File: src/rtl/cmt_rx_fifo_ctrl.sv
// -----------------------------------------------------------------------------
// cmt_rx_fifo_ctrl
//
// Receive-side byte FIFO between the PC-8001 core's cassette (CMT) byte strobe
// and the Nios II sub-system bus. Software drains bytes through an Avalon-MM
// slave port. Reading DATA pops one entry. A sticky overflow flag records
// bytes dropped while the FIFO was full. An optional level interrupt is raised
// while data is pending or overflow is set.
//
// Build option:
//   CMT_RX_FIFO_IRQ_EN  defined   -> irq_en register and irq output are built
//                       undefined -> irq tied to 0, CONTROL bit2 reads 0
//
// Parameters:
//   DEPTH_LOG2   FIFO depth is 2**DEPTH_LOG2 entries (2..6)
//
// Ports:
//   clk          system clock, all state on its rising edge
//   reset        synchronous active-high reset
//   in_data      CMT byte from the core
//   in_valid     in_data valid this cycle
//   in_ready     FIFO not full (from registered count only)
//   address      Avalon word address (0 DATA, 1 STATUS, 2 CONTROL, 3 unused)
//   chipselect   Avalon slave select
//   read         Avalon read strobe
//   write        Avalon write strobe
//   writedata    Avalon write data
//   readdata     registered read data, 1-cycle latency, held until next read
//   irq          registered level interrupt request
// -----------------------------------------------------------------------------
`timescale 1ns/1ps

module cmt_rx_fifo_ctrl #(
  parameter int DEPTH_LOG2 = 4
) (
  input  logic        clk,
  input  logic        reset,
  input  logic [7:0]  in_data,
  input  logic        in_valid,
  output logic        in_ready,
  input  logic [1:0]  address,
  input  logic        chipselect,
  input  logic        read,
  input  logic        write,
  input  logic [31:0] writedata,
  output logic [31:0] readdata,
  output logic        irq
);

  localparam int DEPTH = 1 << DEPTH_LOG2;
  localparam logic [DEPTH_LOG2:0] FULL_COUNT = (DEPTH_LOG2 + 1)'(DEPTH);
  localparam logic [DEPTH_LOG2:0] ONE_COUNT  = (DEPTH_LOG2 + 1)'(1);

  localparam logic [1:0] ADDR_DATA    = 2'd0;
  localparam logic [1:0] ADDR_STATUS  = 2'd1;
  localparam logic [1:0] ADDR_CONTROL = 2'd2;

  // ---------------------------------------------------------------------------
  // State
  // ---------------------------------------------------------------------------
  logic [7:0]            mem [DEPTH];
  logic [DEPTH_LOG2-1:0] wr_ptr_reg;
  logic [DEPTH_LOG2-1:0] rd_ptr_reg;
  logic [DEPTH_LOG2:0]   count_reg;
  logic                  overflow_reg;
  logic [31:0]           readdata_reg;

  logic [DEPTH_LOG2-1:0] wr_ptr_next;
  logic [DEPTH_LOG2-1:0] rd_ptr_next;
  logic [DEPTH_LOG2:0]   count_next;
  logic                  overflow_next;
  logic [31:0]           readdata_next;

  // Current value of the interrupt enable, constant 0 when not built.
  logic                  irq_en;

  // ---------------------------------------------------------------------------
  // Decode
  // ---------------------------------------------------------------------------
  logic rd_sel;
  logic wr_sel;
  logic empty;
  logic full;
  logic ctrl_wr;
  logic flush;
  logic clr_ovf;
  logic pop;
  logic push;
  logic ovf_set;

  always_comb begin
    rd_sel  = chipselect && read;
    wr_sel  = chipselect && write;
    empty   = (count_reg == '0);
    full    = (count_reg == FULL_COUNT);
    ctrl_wr = wr_sel && (address == ADDR_CONTROL);
    flush   = ctrl_wr && writedata[0];
    clr_ovf = ctrl_wr && writedata[1];
    pop     = rd_sel && (address == ADDR_DATA) && !empty;
    // Flush takes precedence over an incoming byte: it is silently dropped and
    // does not count as an overflow.
    push    = in_valid && !full && !flush;
    ovf_set = in_valid && full && !flush;
  end

  // in_ready is a pure function of the registered count; it never anticipates
  // a same-cycle pop.
  assign in_ready = !full;

  // ---------------------------------------------------------------------------
  // Next-state for pointers, count and overflow
  // ---------------------------------------------------------------------------
  always_comb begin
    wr_ptr_next   = wr_ptr_reg;
    rd_ptr_next   = rd_ptr_reg;
    count_next    = count_reg;
    overflow_next = overflow_reg;

    if (flush) begin
      wr_ptr_next = '0;
      rd_ptr_next = '0;
      count_next  = '0;
    end else begin
      if (push) begin
        wr_ptr_next = wr_ptr_reg + 1'b1;
      end
      if (pop) begin
        rd_ptr_next = rd_ptr_reg + 1'b1;
      end
      unique case ({push, pop})
        2'b10:   count_next = count_reg + ONE_COUNT;
        2'b01:   count_next = count_reg - ONE_COUNT;
        default: count_next = count_reg;
      endcase
    end

    // Setting beats clearing when both happen in one cycle.
    if (ovf_set) begin
      overflow_next = 1'b1;
    end else if (clr_ovf) begin
      overflow_next = 1'b0;
    end
  end

  // ---------------------------------------------------------------------------
  // Read data mux
  // ---------------------------------------------------------------------------
  logic [31:0] status_word;
  logic [31:0] control_word;

  always_comb begin
    status_word                 = '0;
    status_word[DEPTH_LOG2:0]   = count_reg;
    status_word[8]              = empty;
    status_word[9]              = full;
    status_word[10]             = overflow_reg;

    control_word    = '0;
    control_word[2] = irq_en;
  end

  always_comb begin
    // Without a read strobe the previous read value is held.
    readdata_next = readdata_reg;
    if (rd_sel) begin
      unique case (address)
        ADDR_DATA: begin
          if (empty) begin
            readdata_next = '0;
          end else begin
            readdata_next = {23'b0, 1'b1, mem[rd_ptr_reg]};
          end
        end
        ADDR_STATUS:  readdata_next = status_word;
        ADDR_CONTROL: readdata_next = control_word;
        default:      readdata_next = '0;
      endcase
    end
  end

  // ---------------------------------------------------------------------------
  // Registers
  // ---------------------------------------------------------------------------
  always_ff @(posedge clk) begin
    if (reset) begin
      wr_ptr_reg   <= '0;
      rd_ptr_reg   <= '0;
      count_reg    <= '0;
      overflow_reg <= 1'b0;
      readdata_reg <= '0;
    end else begin
      wr_ptr_reg   <= wr_ptr_next;
      rd_ptr_reg   <= rd_ptr_next;
      count_reg    <= count_next;
      overflow_reg <= overflow_next;
      readdata_reg <= readdata_next;
    end
  end

  // Storage array carries no reset; stale contents are never observable
  // because count gates every read.
  always_ff @(posedge clk) begin
    if (!reset && push) begin
      mem[wr_ptr_reg] <= in_data;
    end
  end

  assign readdata = readdata_reg;

  // ---------------------------------------------------------------------------
  // Interrupt
  // ---------------------------------------------------------------------------
`ifdef CMT_RX_FIFO_IRQ_EN
  logic irq_en_reg;
  logic irq_reg;

  always_ff @(posedge clk) begin
    if (reset) begin
      irq_en_reg <= 1'b0;
      irq_reg    <= 1'b0;
    end else begin
      if (ctrl_wr) begin
        irq_en_reg <= writedata[2];
      end
      // Reflects the state as it stood before this edge, so irq trails the
      // FIFO by one cycle.
      irq_reg <= irq_en_reg && (!empty || overflow_reg);
    end
  end

  assign irq_en = irq_en_reg;
  assign irq    = irq_reg;

  logic unused_writedata;
  assign unused_writedata = ^writedata[31:3];
`else
  assign irq_en = 1'b0;
  assign irq    = 1'b0;

  logic unused_writedata;
  assign unused_writedata = ^writedata[31:2];
`endif

endmodule

File: config.mk
export PLATFORM = sky130hd
export DESIGN_NAME = cmt_rx_fifo_ctrl
export DESIGN_NICKNAME = d
export VERILOG_FILES = /design/src/rtl/cmt_rx_fifo_ctrl.sv
export SDC_FILE = /design/constraint.sdc
export NUM_CORES = 1
export LEC_CHECK = 0
export CORE_MARGIN = 2
export CORE_UTILIZATION = 50
export CTS_CLUSTER_DIAMETER = 80
export CTS_CLUSTER_SIZE = 25
export DETAILED_ROUTE_END_ITERATION = 8
export PLACE_DENSITY = 0.76
export SYNTH_ARGS = -nofsm -noshare
export SYNTH_HDL_FRONTEND = slang
export SYNTH_SLANG_ARGS = --single-unit
File: constraint.sdc
create_clock -name clk -period 2.7 [get_ports clk]
set_clock_uncertainty 0.1 [all_clocks]
set_input_delay 0.54 -clock clk [delete_from_list [all_inputs] [get_ports clk]]
set_output_delay 0.54 -clock clk [all_outputs]
set_load 0.03 [all_outputs]
* Yosys cells after proc, flatten, opt, wreduce, memory -nomap -nowiden
Memory sizes are Yosys's and may differ from the RTL's. A register that Yosys moved wholly into a read port is not among the register bits.
Index checks and enable logic that the tools add are counted.
** Operators by class
- Add/subtract/negate cells :: 4
- Reductions and logical operators :: 21
- Equality and inequality tests :: 5
- Multiplexer cells :: 9
** Operators with widths (number)
- 32-bit case mux with 2 select lines :: 1
- 1-bit logical AND :: 12
- 5-bit case mux with 2 select lines :: 1
- 9-bit two-way mux :: 1
- 4-bit by 1-bit adder with 4-bit output (second input constant) :: 2
- 4-bit two-way mux :: 2
- 5-bit by 1-bit adder with 5-bit output (second input constant) :: 1
- 5-bit equality test (second input constant) :: 1
- 5-bit zero test :: 1
- 5-bit by 1-bit subtractor with 5-bit output (second input constant) :: 1
- 2-bit by 1-bit equality test with 1-bit output (second input constant) :: 2
- 2-bit equality test (second input constant) :: 2
- 1-bit zero test :: 4
- 1-bit two-way mux :: 4
- 2-bit nonzero test :: 2
- 2-bit zero test :: 1
- 2-bit OR reduction :: 1
** Word-level totals
- Bits in registers :: 46
- Output and inout bits :: 34
- Memories :: 1
- Logic and storage cells :: 45
- Bits in writable memories :: 128
** Memory list
- mem :: words 16, bits a word 8, read ports 1, clocked after memory_dff 1, wr ports 1, RTL line 61 : logic [7:0] mem [DEPTH];

* Depth between registers and ports, before layout
- Depth in word-level cells :: 8
- Gate-level depth with buffers :: 12
- Depth with buffers taken out :: 10

* Worst setup path before layout
Ideal clock, no wire load.
- Kind :: flip-flop to flip-flop
- Start point :: register count_reg[1]
- End point :: register count_reg[2]
- Arrival time :: 2.800 ns
- Period minus slack after synthesis :: 2.970 ns
- Setup slack :: -0.270 ns
- Data required time :: 2.529 ns
- Cell stages (with the launch flop) :: 13
- Library setup time :: 0.071 ns
- Cell sequence :: dfxtp_1 -> buf_2 -> or4_1 -> o21ai_1 -> inv_1 -> ha_1 -> clkbuf_1 -> xor2_1 -> ha_1 -> a21oi_1 -> xnor2_1 -> or3_1 -> a21oi_1
** Between the ends
- Elaborated cells on any way between the ends :: 13
** RTL lines
- from (decl) :: RTL line 64 : logic [DEPTH_LOG2:0] count_reg;
- from (signal assigned) :: RTL line 194 : count_reg <= count_next;
- 5-bit zero test (*) :: RTL line 94 : empty = (count_reg == '0);
- 1-bit zero test (*) :: RTL line 99 : pop = rd_sel && (address == ADDR_DATA) && !empty;
- 1-bit logical AND (*) :: RTL line 99
- named net pop :: RTL line 87 : logic pop;
- 2-bit by 1-bit equality test with 1-bit output or 2-bit equality test (tied branches) :: RTL line 130 : unique case ({push, pop})
- 5-bit case mux with 2 select lines or 2-bit nonzero test (tied branches)
Mark *: on every way through the listed nets, which the timed path passes. The rest lies on a longest branch.
A chain may end at the register's enable or synchronous reset.

* Worst setup path after layout
- Start point :: input port address[1]
- End point :: register count_reg[4]
** Between the ends
- Word-level cells in the longest chain between the ends :: 7
- Elaborated cells on any way between the ends :: 13
** RTL lines
- from (decl) :: RTL line 41 : input logic [1:0] address,
- 2-bit equality test :: RTL line 96 : ctrl_wr = wr_sel && (address == ADDR_CONTROL);
- 1-bit logical AND :: RTL line 96
- 1-bit logical AND :: RTL line 97 : flush = ctrl_wr && writedata[0];
- 1-bit zero test :: RTL line 102 : push = in_valid && !full && !flush;
- 1-bit logical AND :: RTL line 102
- 2-bit by 1-bit equality test with 1-bit output or 2-bit equality test (tied branches) :: RTL line 130
- 5-bit case mux with 2 select lines or 2-bit nonzero test (tied branches)
Parallel ways exist; a longest one is shown, timed or not.

==> key figures <==
Run status
  • Status: complete, no violations

STA
  • RSZ-0062 raised after global routing: true
  • Max Fclk: 0.385 GHz
  • Slew margin rel.: 0.618
  • Min Tclk post-route: 2.60 ns
  • Tcrit/Tclk final: 0.963
  • Post-Route Setup TNS: 0 ns
  • Fin worst setup slack: 0.101 ns
  • # setup viols final: 0
  • Slew @ Worst Pin: 0.572 ns
  • Slew Limit Fails: 0
  • Final hold vios: 0

Finish
  • Share of layout cells above drive strength 1: 0.226
  • Footprint of the multi-input gates: 0.00197 mm2
  • Area Overhead vs Synth: 19.7%
  • Fillcell total: 874
  • Final Non-Filler Cells: 640
  • Max reg flops: 128
  • Seq. cell area: 0.00442 mm2
  • Final core occ: 0.617
  • Nets@finish: 512
  • Antenna cell count: 0

Worst hold path
  • Worst Hold End: readdata[9]
  • Hold_sp: readdata[9]
  • Hold Path Class: reg -> reg
  • Hold depth: 2

Clocking
  • CTS tree: yes
  • H-tree levels: 4
  • CTS max path bufs: 2
  • Total CTS buffers: 17
  • Clk_lat worst skew: 0.42 ns
  • Clk pin slew, worst setup/hold paths: 0.06 ns
  • Sink Count: 157
  • Root Driver: clkbuf_16

Flow run
  • MaxCap Viol Count: 0

Global route
  • Pin count of the biggest net entering global routing: 33
  • First-pass GRT wire length: 20.7 mm
  • Initial antenna violation count: 0
  • All-Layer GR Usage: 0.197
  • Vias in the first global route: 3717
  • Grt ovf: 0

Route
  • Initial drt markers: 378
  • DR WL/cell: 20.4 um
  • Avg Vias per Cell: 5.73
  • Post-route DRC violation count: 0
  • Via count: 3664
  • Routed WL: 13.1 mm
  • Final antenna-violating net count: 0
  • Pre-antenna DRT Iters: 5

Synthesis
  • Cell variety after synth: 49
  • Sequential share of the synthesized area: 0.675
  • Async SR Flop Fraction: 0
  • Ys Warns: 0
  • Flop and latch count out of synthesis: 157
  • Syn Std Cell Area: 0.00656 mm2
  • Post-synth EDFFs: 128
  • Ys flop type: edfxtp_1
  • Syn_area_per_cell: 16.9 um2
  • Mapped Cells: 388

Power
  • VDD IR max: 0.413 mV
  • Leakage: 2.63 nW
  • Pwr Density: 682 mW/mm2
  • Tot Pwr: 5.35 mW

Critical path
  • Delay of the slowest cell on the worst path: 0.46 ns
  • Critical Path RT: 2.93 ns
  • Crit-path cells: clkdlybuf4s50_1, and4b_2, a221oi_4, inv_2, ha_4, xor2_1, ha_2, a21oi_4, a32oi_1, a31oi_2, mux2i_1
  • FF-to-FF Start: count_reg[2]
  • R2r setup slk: 0.14 ns
  • Reg2Reg Depth: 10
  • Crit Path Max Fanout: 3
  • Critical R2R Capture: count_reg[4]
  • Worst setup EP type: register
  • Slowest stage cell, crit path: clkdlybuf4s50_1
  • Critical setup path kind: in -> reg
  • WP data arrival: 2.83 ns
  • CP Launch Type: input port

Floorplan
  • Initial Util: 0.515
  • Die Span X: 119 um
  • # rows: 41
  • Core Footprint: 0.0127 mm2
  • IO Pins: 82
  • Die H: 119 um
  • Die ar.: 0.0140 mm2

Placed design
  • Number of buffers added on ports: 29
  • DP Cell Count: 608
  • Pre-CTS WS: -0.390 ns
  • RePlAce Congestion: 0.778
  • DP Wirelength: 8.16 mm
worst max-delay path, delay by kind of cell:
family	cells	cell delay [ns]
AND/OR/NAND/NOR	1	0.26
multiplexers	1	0.21
AO/OA/AOI/OAI	4	0.77
XOR/XNOR	1	0.14
buffers and inverters	2	0.55
adder cells (fa/ha/maj)	2	0.35
how the worst max path moves through the flow:
stage,endpoint,cells past startpoint,start,slack (ns)
6_report,count_reg[4],11,address[1],0.10
5_1_grt,count_reg[4],11,address[1],-0.01
4_1_cts,count_reg[4],11,address[0],0.008
3_5_place_dp,count_reg[4],11,address[0],-0.39
3_3_place_gp,count_reg[4],11,address[0],-0.33
2_1_floorplan,count_reg[2],11,write,0.001
cell usage after synthesis (3+ instances only):
master | count | area share
mux4_1 | 12 | 0.048
buf_4 | 23 | 0.026
xor2_1 | 5 | 0.0067
edfxtp_1 | 128 | 0.59
mux4_2 | 25 | 0.086
buf_2 | 6 | 0.0046
ha_1 | 8 | 0.015
clkbuf_1 | 4 | 0.0023
a21oi_1 | 13 | 0.0099
dfxtp_1 | 29 | 0.089
nand2_1 | 16 | 0.0092
or3_1 | 6 | 0.0057
inv_1 | 7 | 0.0040
a32oi_1 | 3 | 0.0040
nor2_1 | 34 | 0.019
o21ai_0 | 10 | 0.0076
nand3_1 | 4 | 0.0031
a22o_1 | 3 | 0.0040
mux2i_1 | 12 | 0.018
a222oi_1 | 5 | 0.0076
power by group:
part / internal (mW) / switching, mW
sequential: 2.64 / 0.0141
clock: 1.54 / 0.887
combinational: 0.102 / 0.171
total: 4.28 / 1.07
area by class of cell:
cell class                      instances  area share
Tap cell                              172      0.0274
Sequential cell                       157       0.563
Clock inverter                         11      0.0212
Timing Repair Buffer                   68      0.0781
Multi-Input combinational cell        205       0.251
Inverter                                7     0.00335
Clock buffer                           20      0.0556
cell usage in the layout, fill, tap and decap left out, drive strengths merged, types with 3 or more instances in the layout:
cell type / Yosys / layout
a21oi: 13 / 13
a222oi: 5 / 5
a22o: 3 / 3
a32oi: 3 / 3
buf: 34 / 39
bufinv: 0 / 4
clkbuf: 6 / 20
clkdlybuf4s50: 0 / 27
clkinv: 0 / 4
conb: 1 / 22
dfxtp: 29 / 29
edfxtp: 128 / 128
ha: 8 / 8
inv: 7 / 9
mux2i: 12 / 12
mux4: 37 / 37
nand2: 17 / 17
nand3: 4 / 4
nor2: 34 / 34
o21ai: 11 / 11
or3: 6 / 6
xor2: 5 / 5
kinds of logic (layout without fill, tap and decap cells):
group,count (synthesis),after routing,share of synthesized area
compound gates,44,44,0.0448
xor+xnor,6,6,0.00801
fa+ha+maj,8,8,0.0153
buf+inv,47,106,0.0488
flops,157,157,0.675
mux,49,49,0.152
other cells,1,22,0.000572
simple gates,76,76,0.0555
layer usage:
layer | vias to the layer above | share of wire | global-route usage | wire length, um
met1 | 1857 | 0.41 | 0.250 | 5300
li1 | 1622 | - | - | -
met4 | 0 | 0.015 | 0.0625 | 201
met5 | - | 0 | 0 | 0
met2 | 167 | 0.51 | 0.331 | 6720
met3 | 18 | 0.064 | 0.0541 | 842
repair_timing:
| item | in CTS | in global routing |
|---|---|---|
| hold buffers | 0 | 0 |
| setup buffers | 0 | 1 |
| setup endpoints to repair | 0 | 4 |
| gates resized for setup | 0 | 7 |
metrics by stage:
step / hold WS, ns / area (um2)
6_report: 0.366 / 7850
5_1_grt: 0.387 / 7850
4_1_cts: 0.359 / 7810
3_5_place_dp: 0.351 / 7210
3_3_place_gp: 0.339 / 7210
2_1_floorplan: 0.348 / 6700
No activity file was read; power rests on OpenSTA's default activity.
